`config.mk`:
```
export PLATFORM = sky130hd
export DESIGN_NAME = hilo_unit_flat
export DESIGN_NICKNAME = d
export VERILOG_FILES = /design/src/rtl/hilo_unit_if.sv /design/src/rtl/hilo_unit.sv /design/src/flat_wrapper.sv
export SDC_FILE = /design/constraint.sdc
export NUM_CORES = 1
export LEC_CHECK = 0
export ABC_AREA = 1
export BUFFER_PORTS_ARGS = -buffer_cell sky130_fd_sc_hd__buf_2
export CORE_MARGIN = 5
export CORE_UTILIZATION = 49
export CTS_CLUSTER_SIZE = 16
export DETAILED_ROUTE_END_ITERATION = 8
export HOLD_SLACK_MARGIN = 0.15
export PLACE_DENSITY_LB_ADDON = 0.1
export SYNTH_ARGS = -nofsm -noshare
export SYNTH_HDL_FRONTEND = slang
export SYNTH_SLANG_ARGS = --single-unit
```
`constraint.sdc`:
```
create_clock -name clock -period 3.9 [get_ports clock]
set_input_delay 0.78 -clock clock [delete_from_list [all_inputs] [get_ports clock]]
set_output_delay 0.78 -clock clock [all_outputs]
set_load 0.02 [all_outputs]
```
`src/rtl/hilo_unit_if.sv`:
```
// Request/result bundle between the register-file stage and the HI/LO multiply/divide unit.
interface hilo_unit_if;
  localparam int unsigned W = 32;

  logic         start;
  logic [1:0]   op;
  logic [W-1:0] operand_a;
  logic [W-1:0] operand_b;
  logic         mthi;
  logic         mtlo;
  logic [W-1:0] move_data;
  logic         busy;
  logic         done;
  logic [W-1:0] hi;
  logic [W-1:0] lo;

  modport master (
    output start, op, operand_a, operand_b, mthi, mtlo, move_data,
    input  busy, done, hi, lo
  );

  modport slave (
    input  start, op, operand_a, operand_b, mthi, mtlo, move_data,
    output busy, done, hi, lo
  );
endinterface

```
`src/rtl/hilo_unit.sv`:
```
// Iterative 32-step multiply/divide with HI/LO result registers and MTHI/MTLO writes.
// Shares one 64-bit accumulator between shift-add multiply and restoring divide.
module hilo_unit (
  input logic        clock,
  input logic        clear_n,
  hilo_unit_if.slave bus
);
  localparam int unsigned W  = 32;
  localparam int unsigned AW = 2 * W;
  localparam int unsigned CW = 5;

  typedef enum logic [1:0] {
    IDLE   = 2'd0,
    RUN    = 2'd1,
    FINISH = 2'd2
  } state_t;

  state_t         state, state_nxt;
  logic [CW-1:0]  cnt;
  logic           is_div;
  logic           neg_res;
  logic           neg_rem;
  logic           div0;
  logic [W-1:0]   raw_a;
  logic [W-1:0]   divm;
  logic [AW-1:0]  acc;
  logic [W-1:0]   hi_q, lo_q;
  logic           busy_q, done_q;

  // Operand conditioning at the start edge
  logic           a_neg, b_neg;
  logic [W-1:0]   mag_a, mag_b;

  assign a_neg = bus.op[0] & bus.operand_a[W-1];
  assign b_neg = bus.op[0] & bus.operand_b[W-1];
  assign mag_a = a_neg ? (~bus.operand_a + W'(1)) : bus.operand_a;
  assign mag_b = b_neg ? (~bus.operand_b + W'(1)) : bus.operand_b;

  // One iteration step for each algorithm
  logic [W:0]     mul_sum;
  logic [AW-1:0]  mul_next;
  logic [W:0]     div_shift;
  logic           div_ok;
  logic [W-1:0]   div_rem;
  logic [AW-1:0]  div_next;

  assign mul_sum   = {1'b0, acc[AW-1:W]} + (acc[0] ? {1'b0, divm} : (W+1)'(0));
  assign mul_next  = {mul_sum, acc[W-1:1]};
  assign div_shift = {acc[AW-1:W], acc[W-1]};
  assign div_ok    = (div_shift >= {1'b0, divm});
  assign div_rem   = div_shift[W-1:0] - divm;
  assign div_next  = {(div_ok ? div_rem : div_shift[W-1:0]), acc[W-2:0], div_ok};

  // Sign correction and special cases applied on the FINISH edge
  logic [AW-1:0]  prod;
  logic [W-1:0]   quo, rem;
  logic [W-1:0]   res_hi, res_lo;

  assign prod = neg_res ? (~acc + AW'(1)) : acc;
  assign quo  = neg_res ? (~acc[W-1:0] + W'(1)) : acc[W-1:0];
  assign rem  = neg_rem ? (~acc[AW-1:W] + W'(1)) : acc[AW-1:W];

  always_comb begin
    res_hi = prod[AW-1:W];
    res_lo = prod[W-1:0];
    if (is_div) begin
      if (div0) begin
        res_hi = raw_a;
        res_lo = '1;
      end else begin
        res_hi = rem;
        res_lo = quo;
      end
    end
  end

  // State register
  always_ff @(posedge clock or negedge clear_n) begin
    if (!clear_n) state <= IDLE;
    else          state <= state_nxt;
  end

  // Next-state logic
  always_comb begin
    state_nxt = state;
    unique case (state)
      IDLE:    if (bus.start) state_nxt = RUN;
      RUN:     if (cnt == CW'(W - 1)) state_nxt = FINISH;
      FINISH:  state_nxt = IDLE;
      default: state_nxt = IDLE;
    endcase
  end

  // Datapath and registered outputs
  always_ff @(posedge clock or negedge clear_n) begin
    if (!clear_n) begin
      cnt     <= '0;
      is_div  <= 1'b0;
      neg_res <= 1'b0;
      neg_rem <= 1'b0;
      div0    <= 1'b0;
      raw_a   <= '0;
      divm    <= '0;
      acc     <= '0;
      hi_q    <= '0;
      lo_q    <= '0;
      busy_q  <= 1'b0;
      done_q  <= 1'b0;
    end else begin
      busy_q <= (state_nxt != IDLE);
      done_q <= (state == FINISH);
      unique case (state)
        IDLE: begin
          if (bus.start) begin
            cnt     <= '0;
            is_div  <= bus.op[1];
            neg_res <= a_neg ^ b_neg;
            neg_rem <= a_neg;
            div0    <= bus.op[1] & (bus.operand_b == '0);
            raw_a   <= bus.operand_a;
            divm    <= bus.op[1] ? mag_b : mag_a;
            acc     <= {{W{1'b0}}, (bus.op[1] ? mag_a : mag_b)};
          end else begin
            if (bus.mthi) hi_q <= bus.move_data;
            if (bus.mtlo) lo_q <= bus.move_data;
          end
        end
        RUN: begin
          acc <= is_div ? div_next : mul_next;
          cnt <= cnt + CW'(1);
        end
        FINISH: begin
          hi_q <= res_hi;
          lo_q <= res_lo;
        end
        default: ;
      endcase
    end
  end

  assign bus.busy = busy_q;
  assign bus.done = done_q;
  assign bus.hi   = hi_q;
  assign bus.lo   = lo_q;
endmodule

```
`src/flat_wrapper.sv`:
```
// flat-port wrapper written by rule: the top's interface ports become plain ports
module hilo_unit_flat 
  (clock, clear_n, bus_start, bus_op, bus_operand_a, bus_operand_b, bus_mthi, bus_mtlo, bus_move_data, bus_busy, bus_done, bus_hi, bus_lo);
  hilo_unit_if bus_i ();
  input logic clock;
  input logic clear_n;
  input wire logic [$bits(bus_i.start)-1:0] bus_start;
  input wire logic [$bits(bus_i.op)-1:0] bus_op;
  input wire logic [$bits(bus_i.operand_a)-1:0] bus_operand_a;
  input wire logic [$bits(bus_i.operand_b)-1:0] bus_operand_b;
  input wire logic [$bits(bus_i.mthi)-1:0] bus_mthi;
  input wire logic [$bits(bus_i.mtlo)-1:0] bus_mtlo;
  input wire logic [$bits(bus_i.move_data)-1:0] bus_move_data;
  output wire logic [$bits(bus_i.busy)-1:0] bus_busy;
  output wire logic [$bits(bus_i.done)-1:0] bus_done;
  output wire logic [$bits(bus_i.hi)-1:0] bus_hi;
  output wire logic [$bits(bus_i.lo)-1:0] bus_lo;
  assign bus_i.start = bus_start;
  assign bus_i.op = bus_op;
  assign bus_i.operand_a = bus_operand_a;
  assign bus_i.operand_b = bus_operand_b;
  assign bus_i.mthi = bus_mthi;
  assign bus_i.mtlo = bus_mtlo;
  assign bus_i.move_data = bus_move_data;
  assign bus_busy = bus_i.busy;
  assign bus_done = bus_i.done;
  assign bus_hi = bus_i.hi;
  assign bus_lo = bus_i.lo;
  hilo_unit u_core (.clock(clock), .clear_n(clear_n), .bus(bus_i));
endmodule
```
==> flow_results.xml <==
<?xml version="1.0" encoding="UTF-8"?>
<metrics>
  <group name="drt">
    <metric name="detail_route.drc_violations" unit="">0</metric>
    <metric name="dr.pass1.iters" unit="">7</metric>
    <metric name="wirelength" unit="um">93580</metric>
    <metric name="avgRoutedWirePerCell" unit="um">22.62</metric>
    <metric name="antenna_violation_net_count_after_detailed_routing" unit="">0</metric>
    <metric name="routed_via_density" unit="">6.032</metric>
    <metric name="routed-via-count" unit="">24953</metric>
    <metric name="first_iter_violations" unit="">3797</metric>
  </group>
  <group name="cts">
    <metric name="clkTransAtPathRegs" unit="ns">0.07</metric>
    <metric name="cts_tree" unit="">yes</metric>
    <metric name="post_cts_buffers" unit="">0</metric>
    <metric name="cts_root_buf" unit="">clkbuf_16</metric>
    <metric name="cts-resized-gates" unit="">0</metric>
    <metric name="h_tree_levels" unit="">1</metric>
    <metric name="cts_buffer_depth" unit="">3</metric>
    <metric name="clock_insertion_delay_worst_skew" unit="ns">0.56</metric>
    <metric name="cts_hold_buffers" unit="">0</metric>
    <metric name="cts-buffers-inserted" unit="">26</metric>
    <metric name="numClockSinks" unit="">205</metric>
  </group>
  <group name="placement">
    <metric name="port_buffers" unit="">168</metric>
    <metric name="post-dp-hpwl" unit="um">74290</metric>
    <metric name="dp_slack" unit="ns">0.8871</metric>
    <metric name="place.detailed.instances" unit="">4092</metric>
    <metric name="gpl.final_weighted_congestion" unit="">1.093</metric>
  </group>
  <group name="power">
    <metric name="cellPowerDensity" unit="nW/um^2">1002</metric>
    <metric name="worst_ir_drop_vdd" unit="mV">0.4489</metric>
    <metric name="total_leakage_power" unit="nW">11.34</metric>
  </group>
  <group name="synthesis">
    <metric name="synth_xor_xnor_area_share" unit="%">2.396</metric>
    <metric name="fraction_of_the_mapped_netlist_area_in_compound_gates" unit="%">15.80</metric>
    <metric name="post_synth_and_or_nand_nor_area_fraction" unit="%">41.56</metric>
    <metric name="yosys-mux-area-fraction" unit="%">0</metric>
    <metric name="synthesis.nets" unit="">3650</metric>
    <metric name="ys_ff_latch" unit="">205</metric>
    <metric name="gate_count_after_technology_mapping" unit="">3475</metric>
    <metric name="number_of_warnings_issued_by_yosys" unit="">0</metric>
    <metric name="synthesized_area_divided_by_synthesized_cell_count" unit="um^2">5.786</metric>
    <metric name="mappedNetlistArea" unit="um^2">20110</metric>
    <metric name="adder_cell_fraction_of_synth_area" unit="%">4.555</metric>
    <metric name="synth_top_family_by_area" unit="">simple AND/OR/NAND/NOR gates</metric>
    <metric name="seq_area_frac_synth" unit="%">25.51</metric>
    <metric name="netlist-cell-type-count" unit="">51</metric>
  </group>
  <group name="worst_setup_path">
    <metric name="worst-endpoint-arrival" unit="ns">3.37</metric>
    <metric name="r2r_cells" unit="">10</metric>
    <metric name="crit_path_end" unit="">u_core.bus.lo[17]</metric>
    <metric name="worst_setup_path_startpoint" unit="">u_core.acc[3]</metric>
    <metric name="cp-start-kind" unit="">flip-flop</metric>
    <metric name="timing.rr.end" unit="">u_core.bus.lo[17]</metric>
    <metric name="required" unit="ns">4.27</metric>
    <metric name="rrSetupSlack" unit="ns">0.90</metric>
    <metric name="worst_r2r_startpoint" unit="">u_core.acc[3]</metric>
    <metric name="worst_setup_path_type" unit="">flip-flop to flip-flop</metric>
    <metric name="crit_fanout" unit="">6</metric>
    <metric name="setup.worst_path.end_class" unit="">flip-flop</metric>
  </group>
  <group name="outcome">
    <metric name="run_status" unit="">finished, final reports clean</metric>
  </group>
  <group name="timing">
    <metric name="rsz0062_at_grt" unit="">false</metric>
    <metric name="layout_worst_path_cycle_share" unit="%">76.95</metric>
    <metric name="final.setup.tns" unit="ns">0</metric>
    <metric name="slew-limit-headroom" unit="%">20.68</metric>
    <metric name="setup-violations-final" unit="">0</metric>
    <metric name="max_freq" unit="MHz">333.2</metric>
    <metric name="fin_worst_skew" unit="ns">0.02387</metric>
    <metric name="worst_slew_pin_slew" unit="ns">1.177</metric>
    <metric name="layout_min_cycle_time" unit="ns">3.001</metric>
    <metric name="hold_viol_final" unit="">0</metric>
    <metric name="worst_slack" unit="ns">0.8989</metric>
    <metric name="slew_limit_fails" unit="">0</metric>
  </group>
  <group name="global_route">
    <metric name="number_of_antenna_violations_at_the_first_check_in_global_routing" unit="">2</metric>
    <metric name="vias_in_the_first_global_route" unit="">22759</metric>
    <metric name="globalRouteOverflowTotal" unit="">0</metric>
    <metric name="grt_start_max_net_pins" unit="">84</metric>
    <metric name="gr-usage-all-layers" unit="%">40.03</metric>
    <metric name="grt_first_pass_wirelength" unit="um">138300</metric>
  </group>
  <group name="floorplan">
    <metric name="dieWidth" unit="um">212.6</metric>
    <metric name="floorplan.io_pins" unit="">169</metric>
    <metric name="fp.dieArea" unit="um^2">45190</metric>
    <metric name="floorplan.core_area" unit="um^2">40740</metric>
    <metric name="placement_rows" unit="">74</metric>
    <metric name="die_height" unit="um">212.6</metric>
    <metric name="start_util" unit="%">49.36</metric>
  </group>
  <group name="job">
    <metric name="cap_viol_max_count" unit="">0</metric>
  </group>
  <group name="finish">
    <metric name="synthToLayoutAreaGrowth" unit="%">11.06</metric>
    <metric name="final_net_count" unit="">3763</metric>
    <metric name="final_core_util" unit="%">54.82</metric>
    <metric name="instances_no_fill" unit="">4137</metric>
    <metric name="diodes" unit="">0</metric>
    <metric name="layout-drive-gt1-share" unit="%">8.932</metric>
    <metric name="multi_input_comb_area" unit="um^2">12960</metric>
    <metric name="area_taken_by_flip_flops_and_latches" unit="um^2">5132</metric>
    <metric name="num-fill-cells" unit="">4253</metric>
    <metric name="most_frequent_cells_in_the_layout" unit="">nand2_1, nor2_1, inv_1</metric>
    <metric name="leading_cell_type_in_the_layout_fill_and_taps_excluded" unit="">nand2_1</metric>
  </group>
  <group name="min_path">
    <metric name="timing.hold.worst.class" unit="">input port to asynchronous set/reset pin</metric>
  </group>
</metrics>
worst min-delay path by stage:
stage                  endpoint  depth (start not counted)
2_1_floorplan  u_core.raw_a[12]                          2
3_3_place_gp   u_core.bus.lo[5]                          2
3_5_place_dp   u_core.bus.lo[5]                          2
4_1_cts          u_core.acc[59]                          1
5_1_grt          u_core.acc[59]                          1
6_report         u_core.acc[59]                          1
power by group:
part	switching [mW]	internal, mW
sequential	1.47	3.19
clock	1.04	1.37
combinational	10.6	4.72
total	13.1	9.28
cells in the mapped netlist, drive strengths merged:
| cell type | count | area (um^2) |
|---|---|---|
| xnor2 | 9 | 78.83 |
| dfrtp | 205 | 5130 |
| nand3b | 12 | 90.09 |
| o21ai | 241 | 1214 |
| ha | 70 | 875.8 |
| clkbuf | 89 | 334.1 |
| o21bai | 10 | 75.07 |
| inv | 392 | 1471 |
| a31oi | 14 | 87.58 |
| nor4 | 2 | 12.51 |
| a211o | 1 | 8.760 |
| a21o | 4 | 30.03 |
| or2 | 7 | 43.80 |
| a22oi | 9 | 67.56 |
| o21a | 1 | 7.510 |
| a21oi | 257 | 1298 |
| o31ai | 1 | 7.510 |
| nand2 | 1105 | 4184 |
| fa | 2 | 40.04 |
| a311oi | 1 | 8.760 |
| buf | 44 | 226.5 |
| nand3 | 315 | 1582 |
| a22o | 2 | 17.52 |
| a211oi | 1 | 7.510 |
| and2 | 5 | 31.28 |
| clkinv | 4 | 15.01 |
| xor2 | 46 | 402.9 |
| o211ai | 28 | 210.2 |
| nand4 | 49 | 306.5 |
| o22ai | 1 | 6.260 |
| o221ai | 14 | 122.6 |
| nor3 | 15 | 91.34 |
| nor2 | 518 | 2014 |
| o41ai | 1 | 8.760 |
cell families after synthesis:
family,Yosys count
AND/OR/NAND/NOR,2028
AO/OA/AOI/OAI,586
buffers and inverters,529
flip-flops,205
adder cells (fa/ha/maj),72
XOR/XNOR,55
critical path: stages (launching register included):
cell and delay [ns]:
dfrtp_1 0.50, nor2_1 0.42, nand2_1 0.12, nor2_2 0.21, nand2_1 0.16, inv_1 0.15, nand2_1 0.08, nand3_1 0.07
nand2_1 0.05, o21ai_0 0.91, a21oi_1 0.15
stage by stage:
stage               total power, mW  hold WS, ns  cell area [um^2]
floorplan                     14.10       0.4422             20110
global placement              19.05       0.4618             21490
detailed placement            19.23       0.4607             21490
CTS                           21.70       0.2316             22330
global route                  23.84       0.2466             22330
finish                        22.38       0.1775             22330
routing by layer:
layer | track usage, % | vias up | wire length [um]
met5 | 0 | - | 13
met4 | 17.72 | 2 | 5564
met1 | 55.99 | 11502 | 37010
li1 | - | 11444 | -
met2 | 57.47 | 1720 | 37970
met3 | 11.63 | 285 | 13030
cell type report:
type,count,area share (%)
Clock inverter,13,0.5603
Clock buffer,32,3.194
Tap cell,532,2.981
Multi-Input combinational cell,2741,58.02
Sequential cell,205,22.98
Inverter,396,6.662
Timing Repair Buffer,218,5.603
flip-flops by register name (all words and copies together), names as in the netlist:
| register | cells |
|---|---|
| u_core.divm | 32 |
| u_core.state | 2 |
| u_core.bus.lo | 32 |
| u_core.cnt | 5 |
| u_core.acc | 64 |
| u_core.is_div | 1 |
| u_core.raw_a | 32 |
| u_core.bus.done | 1 |
| u_core.div0 | 1 |
| u_core.neg_rem | 1 |
| u_core.bus.busy | 1 |
| u_core.neg_res | 1 |
| u_core.bus.hi | 32 |
Note: power is estimated with default switching activity, not from simulation.
